===== src/rtl/audio_pkg.sv =====
// Shared types and widths for the audio filter scheduler.
package audio_pkg;

  localparam int unsigned CH_W  = 24;
  localparam int unsigned PCM_W = 16;
  localparam int unsigned AW    = 10;

  typedef enum logic [2:0] {
    StClear,
    StIdle,
    StStart,
    StArm,
    StRun,
    StDone
  } sched_state_e;

  // Per-channel state-RAM base, truncated to the RAM address width.
  function automatic logic [AW-1:0] base_addr(input int unsigned ch, input int unsigned stride);
    return AW'(ch * stride);
  endfunction

endpackage


===== src/rtl/audio_filter_sched_if.sv =====
// Filter-engine handshake plus state-RAM write port shared by scheduler and filter.
interface audio_filter_sched_if;

  logic                              flt_start;
  logic                              flt_busy;
  logic        [audio_pkg::AW-1:0]   flt_addr;
  logic        [audio_pkg::CH_W-1:0] flt_din;
  logic signed [audio_pkg::PCM_W-1:0] flt_out;
  logic                              flt_wr_en;
  logic        [audio_pkg::AW-1:0]   flt_wr_addr;
  logic        [audio_pkg::CH_W-1:0] flt_wr_data;
  logic                              mem_wr_en;
  logic        [audio_pkg::AW-1:0]   mem_wr_addr;
  logic        [audio_pkg::CH_W-1:0] mem_wr_data;

  modport master (
    output flt_start, flt_addr, flt_din, mem_wr_en, mem_wr_addr, mem_wr_data,
    input  flt_busy, flt_out, flt_wr_en, flt_wr_addr, flt_wr_data
  );

  modport slave (
    input  flt_start, flt_addr, flt_din, mem_wr_en, mem_wr_addr, mem_wr_data,
    output flt_busy, flt_out, flt_wr_en, flt_wr_addr, flt_wr_data
  );

endinterface


===== src/rtl/audio_state_clear.sv =====
// State-RAM zero-fill counter and write-port mux; built only with AUDIO_SCHED_CLEAR_EN.
module audio_state_clear
  import audio_pkg::*;
#(
  parameter int unsigned NCH    = 2,
  parameter int unsigned STRIDE = 8
) (
  input  logic            clk,
  input  logic            rst,
  input  logic            clear_i,
  input  logic            flt_busy_i,
  input  logic            flt_wr_en_i,
  input  logic [AW-1:0]   flt_wr_addr_i,
  input  logic [CH_W-1:0] flt_wr_data_i,
  output logic            mem_wr_en_o,
  output logic [AW-1:0]   mem_wr_addr_o,
  output logic [CH_W-1:0] mem_wr_data_o,
  output logic            done_o
);

  localparam logic [AW-1:0] LastAddr = AW'(NCH * STRIDE - 1);

  logic [AW-1:0] cnt_q;
  logic          run_q;
  logic          clr_wr;

  // The filter has no reset; hold off until it has finished any in-flight write.
  assign clr_wr = clear_i && !rst && (run_q || !flt_busy_i);
  assign done_o = clr_wr && (cnt_q == LastAddr);

  always_ff @(posedge clk) begin
    if (rst || !clear_i) begin
      cnt_q <= '0;
      run_q <= 1'b0;
    end else if (clr_wr) begin
      cnt_q <= cnt_q + AW'(1);
      run_q <= 1'b1;
    end
  end

  always_comb begin
    mem_wr_en_o   = flt_wr_en_i;
    mem_wr_addr_o = flt_wr_addr_i;
    mem_wr_data_o = flt_wr_data_i;
    if (clear_i) begin
      mem_wr_en_o   = clr_wr;
      mem_wr_addr_o = cnt_q;
      mem_wr_data_o = '0;
    end
  end

endmodule


===== src/rtl/audio_filter_sched.sv =====
// Multi-channel scheduler for the shared comb/DC filter engine.
// Define AUDIO_SCHED_CLEAR_EN to zero-fill the filter state RAM after reset.
module audio_filter_sched
  import audio_pkg::*;
#(
  parameter int unsigned NCH    = 2,
  parameter int unsigned STRIDE = 8
) (
  input  logic                   clk,
  input  logic                   rst,
  input  logic                   stb_pcm,
  input  logic [NCH*CH_W-1:0]    ch_data,
  audio_filter_sched_if.master   flt,
  output logic [NCH*PCM_W-1:0]   pcm_data,
  output logic                   pcm_valid,
  output logic                   overrun
);

  localparam int unsigned ChW = (NCH > 1) ? $clog2(NCH) : 1;
  localparam logic [ChW-1:0] ChLast = ChW'(NCH - 1);

`ifdef AUDIO_SCHED_CLEAR_EN
  localparam sched_state_e ResetState = StClear;
`else
  localparam sched_state_e ResetState = StIdle;
`endif

  sched_state_e                       state_q;
  logic [ChW-1:0]                     ch_q;
  logic [ChW-1:0]                     ch_nxt;
  logic [NCH-1:0][CH_W-1:0]           snap_q;
  logic [NCH-1:0][PCM_W-1:0]          frame_q;
  logic [NCH-1:0][PCM_W-1:0]          frame_d;
  logic [NCH-1:0][PCM_W-1:0]          pcm_data_q;
  logic                               flt_start_q;
  logic [AW-1:0]                      flt_addr_q;
  logic [CH_W-1:0]                    flt_din_q;
  logic                               pcm_valid_q;
  logic                               overrun_q;
  logic                               stb_ovr;
  logic                               clear_done;

  assign ch_nxt = ch_q + ChW'(1);

  assign stb_ovr = stb_pcm &&
                   ((state_q inside {StStart, StArm, StRun, StDone}) ||
                    (state_q == StIdle && flt.flt_busy));

  always_comb begin
    frame_d        = frame_q;
    frame_d[ch_q]  = flt.flt_out;
  end

  always_ff @(posedge clk) begin
    if (rst) begin
      state_q     <= ResetState;
      ch_q        <= '0;
      snap_q      <= '0;
      frame_q     <= '0;
      pcm_data_q  <= '0;
      flt_start_q <= 1'b0;
      flt_addr_q  <= '0;
      flt_din_q   <= '0;
      pcm_valid_q <= 1'b0;
      overrun_q   <= 1'b0;
    end else begin
      flt_start_q <= 1'b0;
      pcm_valid_q <= 1'b0;
      if (stb_ovr) overrun_q <= 1'b1;
      case (state_q)
`ifdef AUDIO_SCHED_CLEAR_EN
        StClear: if (clear_done) state_q <= StIdle;
`endif
        StIdle: begin
          if (stb_pcm && !flt.flt_busy) begin
            snap_q      <= ch_data;
            ch_q        <= '0;
            flt_start_q <= 1'b1;
            flt_addr_q  <= '0;
            flt_din_q   <= ch_data[CH_W-1:0];
            state_q     <= StStart;
          end
        end
        StStart: state_q <= StArm;
        StArm:   if (flt.flt_busy) state_q <= StRun;
        StRun: begin
          if (!flt.flt_busy) begin
            frame_q <= frame_d;
            if (ch_q == ChLast) begin
              pcm_data_q  <= frame_d;
              pcm_valid_q <= 1'b1;
              state_q     <= StDone;
            end else begin
              ch_q        <= ch_nxt;
              flt_start_q <= 1'b1;
              flt_addr_q  <= base_addr(32'(ch_nxt), STRIDE);
              flt_din_q   <= snap_q[ch_nxt];
              state_q     <= StStart;
            end
          end
        end
        StDone:  state_q <= StIdle;
        default: state_q <= ResetState;
      endcase
    end
  end

`ifdef AUDIO_SCHED_CLEAR_EN
  audio_state_clear #(
    .NCH    (NCH),
    .STRIDE (STRIDE)
  ) u_clear (
    .clk           (clk),
    .rst           (rst),
    .clear_i       (state_q == StClear),
    .flt_busy_i    (flt.flt_busy),
    .flt_wr_en_i   (flt.flt_wr_en),
    .flt_wr_addr_i (flt.flt_wr_addr),
    .flt_wr_data_i (flt.flt_wr_data),
    .mem_wr_en_o   (flt.mem_wr_en),
    .mem_wr_addr_o (flt.mem_wr_addr),
    .mem_wr_data_o (flt.mem_wr_data),
    .done_o        (clear_done)
  );
`else
  assign clear_done      = 1'b0;
  assign flt.mem_wr_en   = flt.flt_wr_en;
  assign flt.mem_wr_addr = flt.flt_wr_addr;
  assign flt.mem_wr_data = flt.flt_wr_data;
`endif

  assign flt.flt_start = flt_start_q;
  assign flt.flt_addr  = flt_addr_q;
  assign flt.flt_din   = flt_din_q;
  assign pcm_data      = pcm_data_q;
  assign pcm_valid     = pcm_valid_q;
  assign overrun       = overrun_q;

endmodule

===== src/flat_wrapper.sv =====
// flat-port wrapper written by rule: the top's interface ports become plain ports
module audio_filter_sched_flat import audio_pkg::*;
#(
  parameter int unsigned NCH    = 2,
  parameter int unsigned STRIDE = 8
)
  (clk, rst, stb_pcm, ch_data, pcm_data, pcm_valid, overrun, flt_flt_start, flt_flt_addr, flt_flt_din, flt_mem_wr_en, flt_mem_wr_addr, flt_mem_wr_data, flt_flt_busy, flt_flt_out, flt_flt_wr_en, flt_flt_wr_addr, flt_flt_wr_data);
  audio_filter_sched_if flt_i ();
  input  logic clk;
  input  logic rst;
  input  logic stb_pcm;
  input  logic [NCH*CH_W-1:0] ch_data;
  output logic [NCH*PCM_W-1:0] pcm_data;
  output logic pcm_valid;
  output logic overrun;
  output wire logic [$bits(flt_i.flt_start)-1:0] flt_flt_start;
  output wire logic [$bits(flt_i.flt_addr)-1:0] flt_flt_addr;
  output wire logic [$bits(flt_i.flt_din)-1:0] flt_flt_din;
  output wire logic [$bits(flt_i.mem_wr_en)-1:0] flt_mem_wr_en;
  output wire logic [$bits(flt_i.mem_wr_addr)-1:0] flt_mem_wr_addr;
  output wire logic [$bits(flt_i.mem_wr_data)-1:0] flt_mem_wr_data;
  input wire logic [$bits(flt_i.flt_busy)-1:0] flt_flt_busy;
  input wire logic [$bits(flt_i.flt_out)-1:0] flt_flt_out;
  input wire logic [$bits(flt_i.flt_wr_en)-1:0] flt_flt_wr_en;
  input wire logic [$bits(flt_i.flt_wr_addr)-1:0] flt_flt_wr_addr;
  input wire logic [$bits(flt_i.flt_wr_data)-1:0] flt_flt_wr_data;
  assign flt_flt_start = flt_i.flt_start;
  assign flt_flt_addr = flt_i.flt_addr;
  assign flt_flt_din = flt_i.flt_din;
  assign flt_mem_wr_en = flt_i.mem_wr_en;
  assign flt_mem_wr_addr = flt_i.mem_wr_addr;
  assign flt_mem_wr_data = flt_i.mem_wr_data;
  assign flt_i.flt_busy = flt_flt_busy;
  assign flt_i.flt_out = flt_flt_out;
  assign flt_i.flt_wr_en = flt_flt_wr_en;
  assign flt_i.flt_wr_addr = flt_flt_wr_addr;
  assign flt_i.flt_wr_data = flt_flt_wr_data;
  audio_filter_sched #(.NCH(NCH), .STRIDE(STRIDE)) u_core (.clk(clk), .rst(rst), .stb_pcm(stb_pcm), .ch_data(ch_data), .flt(flt_i), .pcm_data(pcm_data), .pcm_valid(pcm_valid), .overrun(overrun));
endmodule

===== config.mk =====
export PLATFORM = sky130hd
export DESIGN_NAME = audio_filter_sched_flat
export DESIGN_NICKNAME = d
export VERILOG_FILES = /design/src/rtl/audio_pkg.sv /design/src/rtl/audio_filter_sched_if.sv /design/src/rtl/audio_state_clear.sv /design/src/rtl/audio_filter_sched.sv /design/src/flat_wrapper.sv
export SDC_FILE = /design/constraint.sdc
export NUM_CORES = 1
export LEC_CHECK = 0
export CORE_MARGIN = 3
export CORE_UTILIZATION = 46
export CTS_CLUSTER_DIAMETER = 120
export DETAILED_ROUTE_END_ITERATION = 7
export PLACE_DENSITY = 0.81
export SLEW_MARGIN = 20
export SYNTH_ARGS = -nofsm -noshare
export SYNTH_HDL_FRONTEND = slang
export SYNTH_SLANG_ARGS = --single-unit

===== constraint.sdc =====
create_clock -name clk -period 2.25 [get_ports clk]
set_input_delay 0.45 -clock clk [delete_from_list [all_inputs] [get_ports clk]]
set_output_delay 0.45 -clock clk [all_outputs]
set_load 0.01 [all_outputs]

==> key figures <==
Clock tree
  • Sink Count: 128
  • Htree depth: 4
  • Root buf cell: clkbuf_16
  • Cts hold-fix bufs: 0
  • Postcts setup bufs: 0
  • CTS tree: yes
  • Clock Path Buffers: 2
  • Post-CTS sizing: 0
  • Clock insertion delay at the later pin of the skew report: 0.41 ns
  • Clock-pin transition on the worst setup and hold timing paths: 0.05 ns
  • TritonCTS Buffers: 17

Setup path
  • CP Launch Type: register
  • Crit path max-delay family: buffers and inverters
  • Worst R2R Path Depth: 5
  • WP data arrival: 1.37 ns
  • Crit path max fanout: 2
  • Worst Path Buf+Inv: 1
  • CP Cell Sequence: clkdlybuf4s50_1
  • Crit path largest cell delay: 0.56 ns
  • Critical-path top delay cell: clkdlybuf4s50_1
  • Crit path capture type: output port
  • Crit path required time: 1.80 ns
  • Worst R2R End: u_core.flt.flt_din[17]$_SDFFE_PP0P_
  • R2r startpoint: u_core.state_q[2]$_SDFFE_PP0P_
  • Crit Path Category: reg -> out
  • Reg2Reg Setup Slack: 0.46 ns

Final layout
  • Register area: 0.002564 sq mm
  • Area Overhead vs Synth: 26.86%
  • Layout fillers: 1,083
  • Area of the multi-input gates: 0.002902 sq mm
  • Nets: 881
  • Highest-count cells in the layout ignoring fill and taps: dfxtp_1 (127), clkdlybuf4s50_1 (126), nand3_1 (120)
  • Share of cells above drive strength 1: 12.69%
  • Commonest non-fill, non-tap cell in the layout: dfxtp_1

Power
  • Pleak: 2.651 nW
  • Pwr dens: 730.1 mW/mm^2
  • Max VDD drop: 0.5459 mV
  • Tot Pwr: 0.005644 W

Die
  • Die Y: 121.1 um
  • # rows: 41
  • Die area: 0.01466 sq mm
  • Core area: 0.01277 sq mm
  • IO Pins: 207
  • Die Width: 121.1 um
  • Initial Util: 47.70%

Synthesis
  • Register bit total from synthesis: 128
  • Number of distinct library cells after synthesis: 38
  • Yosys top cell area share: 42.05%
  • Cells after Synth: 726
  • Post-Synthesis Cell Area: 0.006093 sq mm
  • Synth area leader: dfxtp_1
  • Top post-synthesis cells by area: dfxtp_1 (42%), nand3_1 (9.9%), a21oi_1 (8.3%)
  • Register area share after synthesis: 42.05%
  • Average size of a mapped cell: 8.393 sq um
  • Yosys warning count: 0

Timing
  • Final Slew Violations: 0
  • Final Hold Vio Count: 0
  • Final setup viols: 0
  • Crit path time final: 1.824 ns
  • Slew at the pin with the worst max-slew slack: 0.6863 ns
  • Final Skew: 0.01131 ns
  • TNS Setup: 0 ns
  • Achievable Freq: 548.2 MHz
  • Slew headroom: 54.24%
  • Final Cycle Share: 81.07%
  • RSZ-0062 raised after global routing: false

Flow run
  • Max Cap Viol: 0

Detailed routing
  • Vias per inst: 5.676
  • First-pass iteration count of the detailed router: 5
  • Routed len/inst: 16.69 um
  • Detailed Route WL: 16,040 um
  • DRT iter0 DRCs: 595
  • DR vias: 5,455
  • Final ANT Viol Nets: 0
  • DRC Markers: 0

Min path
  • Hold path startpoint: rst
  • Worst Hold End: u_core.overrun$_SDFFE_PP0P_
  • Worst Hold Class: in -> reg
  • Worst Hold Depth: 2

Global route
  • Initial antenna violation count: 0
  • First-pass GRT wire length: 25,340 um
  • Pin count of the biggest net entering global routing: 75
  • Grt ovf: 0
  • Vias in the first global route: 5,059
  • Overall routing resource usage: 21.53%

Outcome
  • Outcome: finished, final reports clean

Place
  • DPL Wire Length: 9879 um
  • Placer Congestion: 0.7707
  • Port Buffer Count: 127
cells by family (layout without fill, tap and decap cells):
group / count (synthesis) / after routing / synth area share (%)
AO/OA/AOI/OAI: 230 / 230 / 21.97
AND/OR/NAND/NOR: 192 / 192 / 16.35
flip-flops: 128 / 128 / 42.05
buffers and inverters: 127 / 181 / 11.19
multiplexers: 48 / 48 / 8.378
other: 1 / 10 / 0.06154
flip-flops by register name, indices dropped and copies added (netlist names):
signal	flops
u_core.snap_q	48
u_core.pcm_data	32
u_core.state_q	3
u_core.flt.flt_addr	1
u_core.overrun	1
u_core.pcm_valid	1
u_core.ch_q	1
u_core.flt.flt_start	1
u_core.flt.flt_din	24
u_core.frame_q	16
synth_stat cells (all sizes together):
| library cell | number |
|---|---|
| nand2b | 1 |
| or2 | 1 |
| and3b | 1 |
| a21oi | 101 |
| or3b | 1 |
| nand3 | 120 |
| clkbuf | 60 |
| nor2 | 5 |
| o221a | 1 |
| buf | 64 |
| a31oi | 2 |
| nor3 | 2 |
| or4b | 1 |
| o21ai | 97 |
| o211ai | 24 |
| mux2i | 24 |
| nor4b | 2 |
| a211o | 2 |
| nand2 | 26 |
| nand4b | 1 |
| nand3b | 1 |
| or3 | 2 |
| inv | 3 |
| conb | 1 |
| o22ai | 1 |
| nor3b | 1 |
| dfxtp | 128 |
| o32ai | 1 |
| o21bai | 1 |
| nor2b | 27 |
| mux2 | 24 |
routing by layer:
| metal | part of all wire [%] | GRT usage (%) |
|---|---|---|
| met4 | 1.9 | 7.720 |
| met5 | 0 | 0 |
| met2 | 47 | 34.32 |
| met1 | 44 | 28.09 |
| met3 | 7.1 | 5.781 |
how the worst max path moves through the flow:
stage / startpoint / endpoint / cells after the start
final: u_core.flt.flt_din[20]$_SDFFE_PP0P_ / flt_flt_din[20] / 1
after detailed placement: flt_flt_busy / u_core.ch_q$_SDFFE_PP0P_ / 5
after floorplan: flt_flt_busy / u_core.snap_q[27]$_SDFFE_PP0P_ / 6
after global placement: flt_flt_busy / u_core.ch_q$_SDFFE_PP0P_ / 5
after CTS: u_core.state_q[2]$_SDFFE_PP0P_ / u_core.flt.flt_din[10]$_SDFFE_PP0P_ / 5
after global routing: u_core.state_q[2]$_SDFFE_PP0P_ / u_core.snap_q[40]$_SDFFE_PP0P_ / 5
power by group:
part,switching [W],leakage [nW],internal [W]
Combinational,0.000332,1.34,0.000307
Clock,0.000946,0.271,0.00166
Sequential,0.0000458,1.04,0.00235
cell type report:
cell class / count / share of cell area, %
timing repair buffer: 149 / 19.20
clock buffer: 22 / 6.005
inverter: 3 / 0.1457
clock inverter: 7 / 1.133
tap: 172 / 2.784
multi-input combinational: 479 / 37.54
sequential: 128 / 33.17
antenna: 1 / 0.03237
through the flow:
| stage | cell area (sq um) | hold slack [ns] | instances | setup slack [ns] | utilization, % |
|---|---|---|---|---|---|
| 6_report | 7730 | 0.4369 | 961 | 0.4258 | 60.52 |
| 5_1_grt | 7727 | 0.4401 | 960 | 0.3018 | 60.50 |
| 4_1_cts | 7727 | 0.4237 | 960 | 0.4337 | 60.50 |
| 3_5_place_dp | 7176 | 0.4659 | 931 | 0.1430 | 56.18 |
| 3_3_place_gp | 7176 | 0.4585 | 931 | 0.1337 | 56.18 |
| 2_1_floorplan | 6123 | 0.4502 | 734 | 0.5768 | - |
(Power assumes the default switching activity.)
